<file path="config.mk">
export PLATFORM = sky130hd
export DESIGN_NAME = hamming_7_4_serial_rx_flat
export DESIGN_NICKNAME = d
export VERILOG_FILES = /design/src/rtl/hamming_7_4_pkg.sv /design/src/rtl/hamming_7_4_serial_rx_if.sv /design/src/rtl/hamming_7_4_rx_fifo.sv /design/src/rtl/hamming_7_4_serial_rx.sv /design/src/flat_wrapper.sv
export SDC_FILE = /design/constraint.sdc
export NUM_CORES = 1
export LEC_CHECK = 0
export CAP_MARGIN = 20
export CORE_UTILIZATION = 44
export DETAILED_ROUTE_END_ITERATION = 8
export GPL_TIMING_DRIVEN = 0
export PLACE_DENSITY = 0.72
export RECOVER_POWER = 25
export SYNTH_ARGS = -nofsm -noshare
export SYNTH_HDL_FRONTEND = slang
export SYNTH_SLANG_ARGS = --single-unit
</file>
<file path="constraint.sdc">
create_clock -name clk -period 5.6 [get_ports clk]
set_input_delay 1.12 -clock clk [delete_from_list [all_inputs] [get_ports clk]]
set_output_delay 1.12 -clock clk [all_outputs]
set_load 0.03 [all_outputs]
</file>
<file path="src/rtl/hamming_7_4_pkg.sv">
// Shared Hamming(7,4) types, register map and syndrome/correction helpers.
// Codeword layout {d3,d2,d1,p2,d0,p1,p0}; used by both rx and tx sides.
package hamming_7_4_pkg;

  localparam logic [3:0] ADDR_CTRL   = 4'h0;
  localparam logic [3:0] ADDR_STATUS = 4'h1;
  localparam logic [3:0] ADDR_DATA   = 4'h2;
  localparam logic [3:0] ADDR_CORR   = 4'h3;
  localparam logic [3:0] ADDR_FRAME  = 4'h4;

  localparam int ENTRY_W = 8;

  typedef enum logic [1:0] {
    IDLE,
    RECV,
    PUSH
  } rx_state_e;

  function automatic logic [2:0] calc_syndrome(
    input logic [6:0] cw
  );
    return {cw[3] ^ cw[4] ^ cw[5] ^ cw[6],
            cw[1] ^ cw[2] ^ cw[5] ^ cw[6],
            cw[0] ^ cw[2] ^ cw[4] ^ cw[6]};
  endfunction

  // A nonzero syndrome names the 1-based position of the bad bit.
  function automatic logic [6:0] correct_codeword(
    input logic [6:0] cw,
    input logic [2:0] syn
  );
    logic [6:0] flip;
    flip = (syn == 3'd0) ? 7'd0
                         : (7'd1 << (syn - 3'd1));
    return cw ^ flip;
  endfunction

endpackage

</file>
<file path="src/rtl/hamming_7_4_serial_rx_if.sv">
// CPU register bus for the Hamming(7,4) receiver.
// address/data_write/data_read/data_in from CPU, data_out back.
interface hamming_7_4_serial_rx_if;

  logic [3:0] address;
  logic       data_write;
  logic       data_read;
  logic [7:0] data_in;
  logic [7:0] data_out;

  modport master (
    output address,
    output data_write,
    output data_read,
    output data_in,
    input  data_out
  );

  modport slave (
    input  address,
    input  data_write,
    input  data_read,
    input  data_in,
    output data_out
  );

endinterface

</file>
<file path="src/rtl/hamming_7_4_rx_fifo.sv">
// Synchronous receive FIFO with push/pop/flush and level output.
// Ports: clk, rst, push, pop, flush, wdata -> head, full, empty, level.
module hamming_7_4_rx_fifo #(
  parameter int DEPTH = 4,
  parameter int W     = 8
) (
  input  logic                     clk,
  input  logic                     rst,
  input  logic                     push,
  input  logic                     pop,
  input  logic                     flush,
  input  logic [W-1:0]             wdata,
  output logic [W-1:0]             head,
  output logic                     full,
  output logic                     empty,
  output logic [$clog2(DEPTH):0]   level
);

  localparam int AW = $clog2(DEPTH);

  logic [W-1:0]  mem [DEPTH];
  logic [AW-1:0] wp;
  logic [AW-1:0] rp;
  logic [AW:0]   cnt;
  logic          do_push;
  logic          do_pop;

  assign full  = (cnt == (AW+1)'(DEPTH));
  assign empty = (cnt == '0);
  assign level = cnt;
  assign head  = mem[rp];

  // A full FIFO still accepts a push if a pop frees the slot.
  assign do_pop  = pop & ~empty;
  assign do_push = push & (~full | do_pop);

  always_ff @(posedge clk) begin
    if (rst || flush) begin
      wp  <= '0;
      rp  <= '0;
      cnt <= '0;
    end else begin
      if (do_push) wp <= wp + 1'b1;
      if (do_pop)  rp <= rp + 1'b1;
      cnt <= cnt + (AW+1)'(do_push)
                 - (AW+1)'(do_pop);
    end
  end

  always_ff @(posedge clk) begin
    if (do_push && !flush && !rst)
      mem[wp] <= wdata;
  end

endmodule

</file>
<file path="src/rtl/hamming_7_4_serial_rx.sv">
// Serial Hamming(7,4) receiver: deserialise, correct, queue for CPU.
// Ports: clk, rst, ui_in (din/bclk/frame_n), uo_out (irq/ovf), bus.
module hamming_7_4_serial_rx #(
  parameter int FIFO_DEPTH  = 4,
  parameter int SYNC_STAGES = 2
) (
  input  logic                    clk,
  input  logic                    rst,
  input  logic [7:0]              ui_in,
  output logic [7:0]              uo_out,
  hamming_7_4_serial_rx_if.slave  bus
);

  import hamming_7_4_pkg::*;

  localparam int LW = $clog2(FIFO_DEPTH) + 1;

  logic [2:0]         sync_q [SYNC_STAGES];
  logic               bclk_q;
  logic               din;
  logic               bclk;
  logic               frame_n;
  logic               bit_edge;

  rx_state_e          state;
  logic [2:0]         bitcnt;
  logic [6:0]         sr;
  logic               enable;
  logic               overflow;
  logic [7:0]         corr_cnt;
  logic [7:0]         frame_cnt;

  logic               wr_ctrl;
  logic               flush;
  logic               pop_req;
  logic               push_req;
  logic [2:0]         syn;
  logic [6:0]         fixed;
  logic [ENTRY_W-1:0] entry;
  logic [ENTRY_W-1:0] head;
  logic               full;
  logic               empty;
  logic [LW-1:0]      level;
  logic               unused_ok;

  assign unused_ok = ^{ui_in[7:3], bus.data_in[7:2]};

  always_ff @(posedge clk) begin
    if (rst) begin
      for (int i = 0; i < SYNC_STAGES; i++)
        sync_q[i] <= '0;
      bclk_q <= 1'b0;
    end else begin
      sync_q[0] <= ui_in[2:0];
      for (int i = 1; i < SYNC_STAGES; i++)
        sync_q[i] <= sync_q[i-1];
      bclk_q <= sync_q[SYNC_STAGES-1][1];
    end
  end

  assign din      = sync_q[SYNC_STAGES-1][0];
  assign bclk     = sync_q[SYNC_STAGES-1][1];
  assign frame_n  = sync_q[SYNC_STAGES-1][2];
  assign bit_edge = bclk & ~bclk_q;

  assign wr_ctrl  = bus.data_write
                  && bus.address == ADDR_CTRL;
  assign flush    = wr_ctrl & bus.data_in[1];
  assign pop_req  = bus.data_read
                  && bus.address == ADDR_DATA;
  assign push_req = (state == PUSH);

  assign syn   = calc_syndrome(sr);
  assign fixed = correct_codeword(sr, syn);
  assign entry = {1'b0, syn,
                  fixed[6], fixed[5],
                  fixed[4], fixed[2]};

  always_ff @(posedge clk) begin
    if (rst) begin
      state  <= IDLE;
      bitcnt <= '0;
      sr     <= '0;
      enable <= 1'b0;
    end else begin
      if (wr_ctrl) enable <= bus.data_in[0];
      unique case (state)
        IDLE: begin
          if (enable && !frame_n) begin
            state  <= RECV;
            bitcnt <= '0;
          end
        end
        RECV: begin
          if (!enable || frame_n) begin
            state  <= IDLE;
            bitcnt <= '0;
          end else if (bit_edge) begin
            sr[bitcnt] <= din;
            bitcnt     <= bitcnt + 3'd1;
            if (bitcnt == 3'd6) state <= PUSH;
          end
        end
        PUSH: begin
          bitcnt <= '0;
          state  <= (enable && !frame_n)
                  ? RECV : IDLE;
        end
        default: state <= IDLE;
      endcase
    end
  end

  always_ff @(posedge clk) begin
    if (rst) begin
      overflow  <= 1'b0;
      corr_cnt  <= '0;
      frame_cnt <= '0;
    end else begin
      if (flush)
        overflow <= 1'b0;
      else if (push_req && full && !pop_req)
        overflow <= 1'b1;

      if (bus.data_write && bus.address == ADDR_CORR)
        corr_cnt <= '0;
      else if (push_req && syn != 3'd0
               && corr_cnt != 8'hFF)
        corr_cnt <= corr_cnt + 8'd1;

      if (bus.data_write && bus.address == ADDR_FRAME)
        frame_cnt <= '0;
      else if (push_req)
        frame_cnt <= frame_cnt + 8'd1;
    end
  end

  hamming_7_4_rx_fifo #(
    .DEPTH (FIFO_DEPTH),
    .W     (ENTRY_W)
  ) u_fifo (
    .clk   (clk),
    .rst   (rst),
    .push  (push_req),
    .pop   (pop_req),
    .flush (flush),
    .wdata (entry),
    .head  (head),
    .full  (full),
    .empty (empty),
    .level (level)
  );

  assign uo_out = {6'd0, overflow, ~empty};

  always_comb begin
    bus.data_out = '0;
    case (bus.address)
      ADDR_CTRL:   bus.data_out = {7'd0, enable};
      ADDR_STATUS: bus.data_out = {4'(level),
                                   state != IDLE,
                                   overflow, full, empty};
      ADDR_DATA:   bus.data_out = empty ? '0 : head;
      ADDR_CORR:   bus.data_out = corr_cnt;
      ADDR_FRAME:  bus.data_out = frame_cnt;
      default:     bus.data_out = '0;
    endcase
  end

endmodule
</file>
<file path="src/flat_wrapper.sv">
// flat-port wrapper written by rule: the top's interface ports become plain ports
module hamming_7_4_serial_rx_flat import hamming_7_4_pkg::*;
#(
  parameter int FIFO_DEPTH  = 4,
  parameter int SYNC_STAGES = 2
)
  (clk, rst, ui_in, uo_out, bus_address, bus_data_write, bus_data_read, bus_data_in, bus_data_out);
  hamming_7_4_serial_rx_if bus_i ();
  input  logic clk;
  input  logic rst;
  input  logic [7:0] ui_in;
  output logic [7:0] uo_out;
  input wire logic [$bits(bus_i.address)-1:0] bus_address;
  input wire logic [$bits(bus_i.data_write)-1:0] bus_data_write;
  input wire logic [$bits(bus_i.data_read)-1:0] bus_data_read;
  input wire logic [$bits(bus_i.data_in)-1:0] bus_data_in;
  output wire logic [$bits(bus_i.data_out)-1:0] bus_data_out;
  assign bus_i.address = bus_address;
  assign bus_i.data_write = bus_data_write;
  assign bus_i.data_read = bus_data_read;
  assign bus_i.data_in = bus_data_in;
  assign bus_data_out = bus_i.data_out;
  hamming_7_4_serial_rx #(.FIFO_DEPTH(FIFO_DEPTH), .SYNC_STAGES(SYNC_STAGES)) u_core (.clk(clk), .rst(rst), .ui_in(ui_in), .uo_out(uo_out), .bus(bus_i));
endmodule
</file>
# Word level (Yosys, flattened, before mapping)

Memories as Yosys holds them, arrays and structs flattened. A register that Yosys moved wholly into a read port is not among the register bits.
Cells that the tools add are included.

$add $sub $neg: 8
$lt $le $gt $ge: 2
Equality and inequality tests: 12
Shifts and indexed selects: 1
Multiplexer cells: 25
Bitwise logic cells: 21
Reductions and logical operators: 32

Operators with widths:

| operator                                                                | number |
|---|---|
| 8-bit one-hot mux with 5 select lines                                   | 1 |
| 8-bit by 1-bit adder with 8-bit output, second input constant           | 2 |
| 3-bit two-way mux                                                       | 5 |
| 1-bit logical AND                                                       | 12 |
| 2-bit two-way mux                                                       | 6 |
| 3-bit one-hot mux with 3 select lines                                   | 1 |
| 3-bit AND reduction                                                     | 3 |
| 1-bit bitwise XOR                                                       | 9 |
| 4-bit by 2-bit == test with 1-bit output, second input constant         | 2 |
| 8-bit two-way mux                                                       | 1 |
| 8-bit inequality test, second input constant                            | 1 |
| 7-bit bitwise mux                                                       | 1 |
| 1-bit two-way mux                                                       | 7 |
| 7-bit two-way mux                                                       | 1 |
| 1-bit by 3-bit left shift with 7-bit output, first input constant       | 1 |
| 7-bit bitwise XOR                                                       | 1 |
| 3-bit == test, second input constant                                    | 2 |
| 3-bit logical NOT                                                       | 2 |
| 3-bit by 1-bit inequality test with 1-bit output, second input constant | 2 |
| 2-bit one-hot mux with 3 select lines                                   | 1 |
| 3-bit nonzero test                                                      | 2 |
| 2-bit OR reduction                                                      | 3 |
| 1-bit logical NOT                                                       | 5 |
| 2-bit by 1-bit adder with 2-bit output, second input constant           | 2 |
| 19 further kinds                                                        | 28 |

Register bits: 38
Memory bits (writable): 34
Input bits: 24
Output and inout bits: 16
Word-level logic and storage cells: 114
Memories kept: 2

Memories:

| name              | words | width | read ports | clocked after Yosys merged registers in | wr ports | RTL line                    | source |
|---|---|---|---|---|---|---|---|
| u_core.u_fifo.mem | 4     | 7     | 1          | 1                                       | 1        | hamming_7_4_rx_fifo.sv:21   | `logic [W-1:0] mem [DEPTH];` |
| u_core.sync_q     | 2     | 3     | 2          | 0                                       | 2        | hamming_7_4_serial_rx.sv:18 | `logic [2:0] sync_q [SYNC_STAGES];` |

# Logic depth before layout (Yosys ltp)

Word-level depth: 9
Depth in mapped cells: 11

# Cells and area by module

A second synthesis with hierarchy kept.

Cells, all modules: 349
Area total of the unflattened synthesis: 3916.3 µm²

Modules (own cells, without submodules):

| module                | times used | cells each | area each (µm²) |
|---|---|---|---|
| hamming_7_4_serial_rx | 1          | 260        | 2282.2 |
| hamming_7_4_rx_fifo   | 1          | 89         | 1634.1 |

# Worst setup path after synthesis

No wires, ideal clock.

Kind: input to output
Start: input bus_address[1]
End: output bus_data_out[1]
Data arrival time: 2.479 ns
Required time: 4.480 ns
Slack: 2.001 ns
Stages on the path: 5
Path buffers: 2
Path through: clkbuf_1 -> clkbuf_1 -> nor4b_1 -> nand2_1 -> a31oi_1

Longest elaborated chain between the ends: 2
Elaborated cells between the ends (all ways): 6
Those cells by class: eq/ne: 4; mux: 1; reduce/logical: 1

RTL lines:

| item                                                                   | RTL line                     | source |
|---|---|---|
| from (decl)                                                            | flat_wrapper.sv:13           | `input wire logic [$bits(bus_i.address)-1:0] bus_address;` |
| 4-bit by 3-bit == test with 1-bit output, or another cell as far along | hamming_7_4_serial_rx.sv:158 | `case (bus.address)` |
| 8-bit one-hot mux with 5 select lines *                                | hamming_7_4_serial_rx.sv:158 |  |
| to (decl)                                                              | flat_wrapper.sv:17           | `output wire logic [$bits(bus_i.data_out)-1:0] bus_data_out;` |

Every way passes the cells marked *; elsewhere a longest branch is shown, timed or not.

# Worst setup path after layout

Start: input bus_address[3]
End: output bus_data_out[5]

Same word-level chain as after synthesis.

==> impl_metrics.yaml <==
route:
  dr.pass1.iters: 4
  drcViolationCount: 0
  ant_nets: 0
  viasPerCell: 5.283
  vias: 2520
  drt-total-wl_mm: 6.966
  drt_iter0_drc: 95
  avgRoutedWirePerCell_um: 14.60
synthesis:
  yosys-top-cells-area: "dfxtp_1 25%, edfxtp_1 23%, nor2_1 4.5%"
  synth_cell_types: 56
  ys_ff_latch: 74
  yosysMostFrequentCell: "dfxtp_1"
  netlist_area_um2: 3642
  synth_top_area_share: 0.2528
  ys_seq_area_frac: 0.4837
  yosys.area.top_type: "dfxtp_1"
  ys.flop_type: "dfxtp_1"
  synth_edf_count: 28
  synthTopCellsByCount: "46 x dfxtp_1, 44 x nor2_1, 28 x edfxtp_1"
  synthCells: 335
  synthArstFlopShare: 0
  ys_warn_count: 0
  syn_area_per_cell_um2: 10.87
clocking:
  hold_buffers: 0
  clk_pin_slew_ns: 0.07
  cts_sinks: 74
  htree_levels: 3
  cts_resized: 0
  clk_path_buf_depth: 2
  clk_latency_ns: 0.35
  cts_buffers: 9
  cts-root-buf: "clkbuf_8"
  tritoncts: "built"
  cts_setup_buffers: 0
floorplanning:
  coreArea_um2: 7848
  die_y_um: 92.98
  fp.dieW_um: 92.98
  dieArea_um2: 8645
  num_rows: 32
  start_util: 0.4641
  io_pins: 40
place:
  portBuffers: 19
  routabilityCongestion: 0.8192
  postPlaceCellArea_um2: 3979
  hpwlAfterDp_mm: 5.159
setup_path:
  endpoint: "bus_data_out[5]"
  cp_top_family: "buffers and inverters"
  path_class: "input port to output port"
  path_buf_inv: 3
  crit_start: "bus_address[3]"
  r2r_slack_ns: 3.07
  crit_path_start_kind: "input port"
  r2r_cells: 11
  crit_chain: "clkdlybuf4s50_1 -> nor4b_1 -> and2_0 -> clkbuf_1 -> a221o_1 -> clkdlybuf4s50_1"
  reg2reg_from: "u_core.state[0]"
  cpPeakStageDelay_ns: 0.68
  cp_common_cell: "clkdlybuf4s50_1"
  cp_slowest_cell: "clkdlybuf4s50_1"
  arrival_ns: 3.36
  crit_fanout: 6
  cp_num_cells: 6
  r2r_end: "u_core.u_fifo.level[2]"
  worst_ep_required_time_ns: 4.48
  worstSetupEndpointType: "output port"
timing:
  max_slew.worst_pin.slew_ns: 0.8068
  finalHoldViolations: 0
  fmax_ghz: 0.2230
  skew_ns: 0.004753
  setup-violations-final: 0
  maxSlewViolCount: 0
  min_period_ns: 4.483
  timing.final.crit_share: 0.8006
  rsz0062_at_grt: "no"
  timing.slew.headroom: 0.4583
  finalSetupTns_ns: 0
global_routing:
  grt_usage: 0.1755
  grt_max_degree: 13
  first_global_vias: 2472
  antenna_found_initial: 0
  grt-ovfl-total: 0
  grt_pass1_wl_mm: 11.70
status:
  outcome: "completed"
hold_path:
  holdCritPathClass: "flop to flop"
power:
  p_int_mw: 0.7714
  power_leakage_nw: 1.480
  sequentialPowerShare: 0.565
  switching_share: 0.2170
  combPwrFrac: 0.039
  powerDensity_nw_per_um2: 240.4
  pwr-share-clk: 0.395
  power.switching_mw: 0.2138
  max-vdd-ir-drop_v: 0.0001170
cells_and_area:
  fin_nets: 405
  final_area_um2: 4099
  num_antenna_cells: 0
  syn_to_final_growth_pct: 12.54
  fillers: 715
  drive_gt1_frac: 0.09333
flow_run:
  cap_violations: 0
## worst register-to-register path, cell delays in order (launching register included)
cell      delay [ns]
dfxtp_1         0.30
clkbuf_1        0.19
nor2b_1         0.14
buf_2           0.23
o21ai_1         0.24
ha_1            0.35
inv_1           0.04
ha_1            0.18
fa_1            0.38
xnor2_1         0.19
xnor2_1         0.14
nor2_1          0.05
## cell type report
type | count | area (um2) | share of cell area
inverter | 16 | 60.06 | 0.01465
clock inverter | 7 | 60.06 | 0.01465
sequential | 74 | 1762 | 0.4298
timing repair buffer | 19 | 190.2 | 0.04640
tap | 102 | 127.6 | 0.03114
buffer | 21 | 106.4 | 0.02595
multi-input combinational | 229 | 1669 | 0.4072
clock buffer | 9 | 123.9 | 0.03022
## through the flow
step / cells / util / power [mW] / hold slack, ns / setup WS, ns
2_1_floorplan: 340 / - / 0.5943 / 0.4138 / 2.001
3_3_place_gp: 461 / 0.5070 / 0.6071 / 0.4155 / 1.157
3_5_place_dp: 461 / 0.5070 / 0.6076 / 0.4271 / 1.131
4_1_cts: 477 / 0.5305 / 0.9923 / 0.4439 / 1.126
5_1_grt: 477 / 0.5223 / 1.021 / 0.4574 / 0.8814
6_report: 477 / 0.5223 / 0.9852 / 0.4436 / 1.117
## sequential cells by signal, indices dropped and copies added, names as in the netlist, named ones only
register,cells
u_core.bclk_q,1
u_core.bitcnt,3
u_core.corr_cnt,8
u_core.enable,1
u_core.frame_cnt,8
u_core.overflow,1
u_core.sr,7
u_core.state,2
u_core.sync_q,6
u_core.u_fifo.level,3
u_core.u_fifo.mem,28
u_core.u_fifo.rp,2
u_core.u_fifo.wp,2
## cells in the final DEF (no fill, tap or decap), types with 3 or more instances in the layout
master            n
a21oi_1           7
a221o_1           5
nor2_1           44
nor3_1            5
xor2_1           10
clkdlybuf4s50_1  18
buf_4             7
nand3_1          10
nor4_1            6
clkbuf_8          9
nand4_1           6
and3_1            4
nor4b_1           4
clkinv_2          3
o21ai_0           5
mux2i_1          16
a211oi_1          3
xnor2_1          13
clkbuf_1         12
and2_1            5
mux4_2            7
edfxtp_1         28
inv_1            16
a21o_1            3
conb_1            6
dfxtp_1          46
nand2b_1          4
nand2_1          17
nor2b_1          11
ha_1             10
## power by group through the flow
stage	Combinational, mW	Clock, mW	Sequential, mW
after global routing	0.0416	0.422	0.557
after CTS	0.0384	0.397	0.557
after floorplan	0.0254	0	0.569
after detailed placement	0.0383	0	0.569
final	0.0385	0.390	0.557
after global placement	0.0379	0	0.569
## worst min-delay path by stage
stage	startpoint	to	slack [ns]	cells after the start
after floorplan	u_core.sync_q[0][0]	u_core.sync_q[0][3]	0.41	1
after global placement	u_core.sync_q[0][2]	u_core.sync_q[0][5]	0.42	1
after detailed placement	u_core.sync_q[0][0]	u_core.sync_q[0][3]	0.43	1
after CTS	u_core.sync_q[0][0]	u_core.sync_q[0][3]	0.44	1
after global routing	u_core.sync_q[0][2]	u_core.sync_q[0][5]	0.46	1
final	u_core.sync_q[0][0]	u_core.sync_q[0][3]	0.44	1
## layer usage
| metal | vias up | GRT usage | share of wire |
|---|---|---|---|
| met3 | 10 | 0.04553 | 0.045 |
| li1 | 1256 | - | - |
| met1 | 1205 | 0.2181 | 0.46 |
| met5 | - | 0 | 0 |
| met4 | 0 | 0.06538 | 0.014 |
| met2 | 49 | 0.2929 | 0.48 |
## kinds of logic (layout without fill, tap and decap cells)
family,after synthesis,after routing,share of synthesized area
compound gates,42,42,0.09378
xor+xnor,24,24,0.07901
fa+ha+maj,11,11,0.03985
buf+inv,37,72,0.04569
flops,74,74,0.4837
mux,23,23,0.08725
other cells,1,6,0.001030
simple gates,123,123,0.1697
Note: power is estimated with default switching activity, not from simulation.
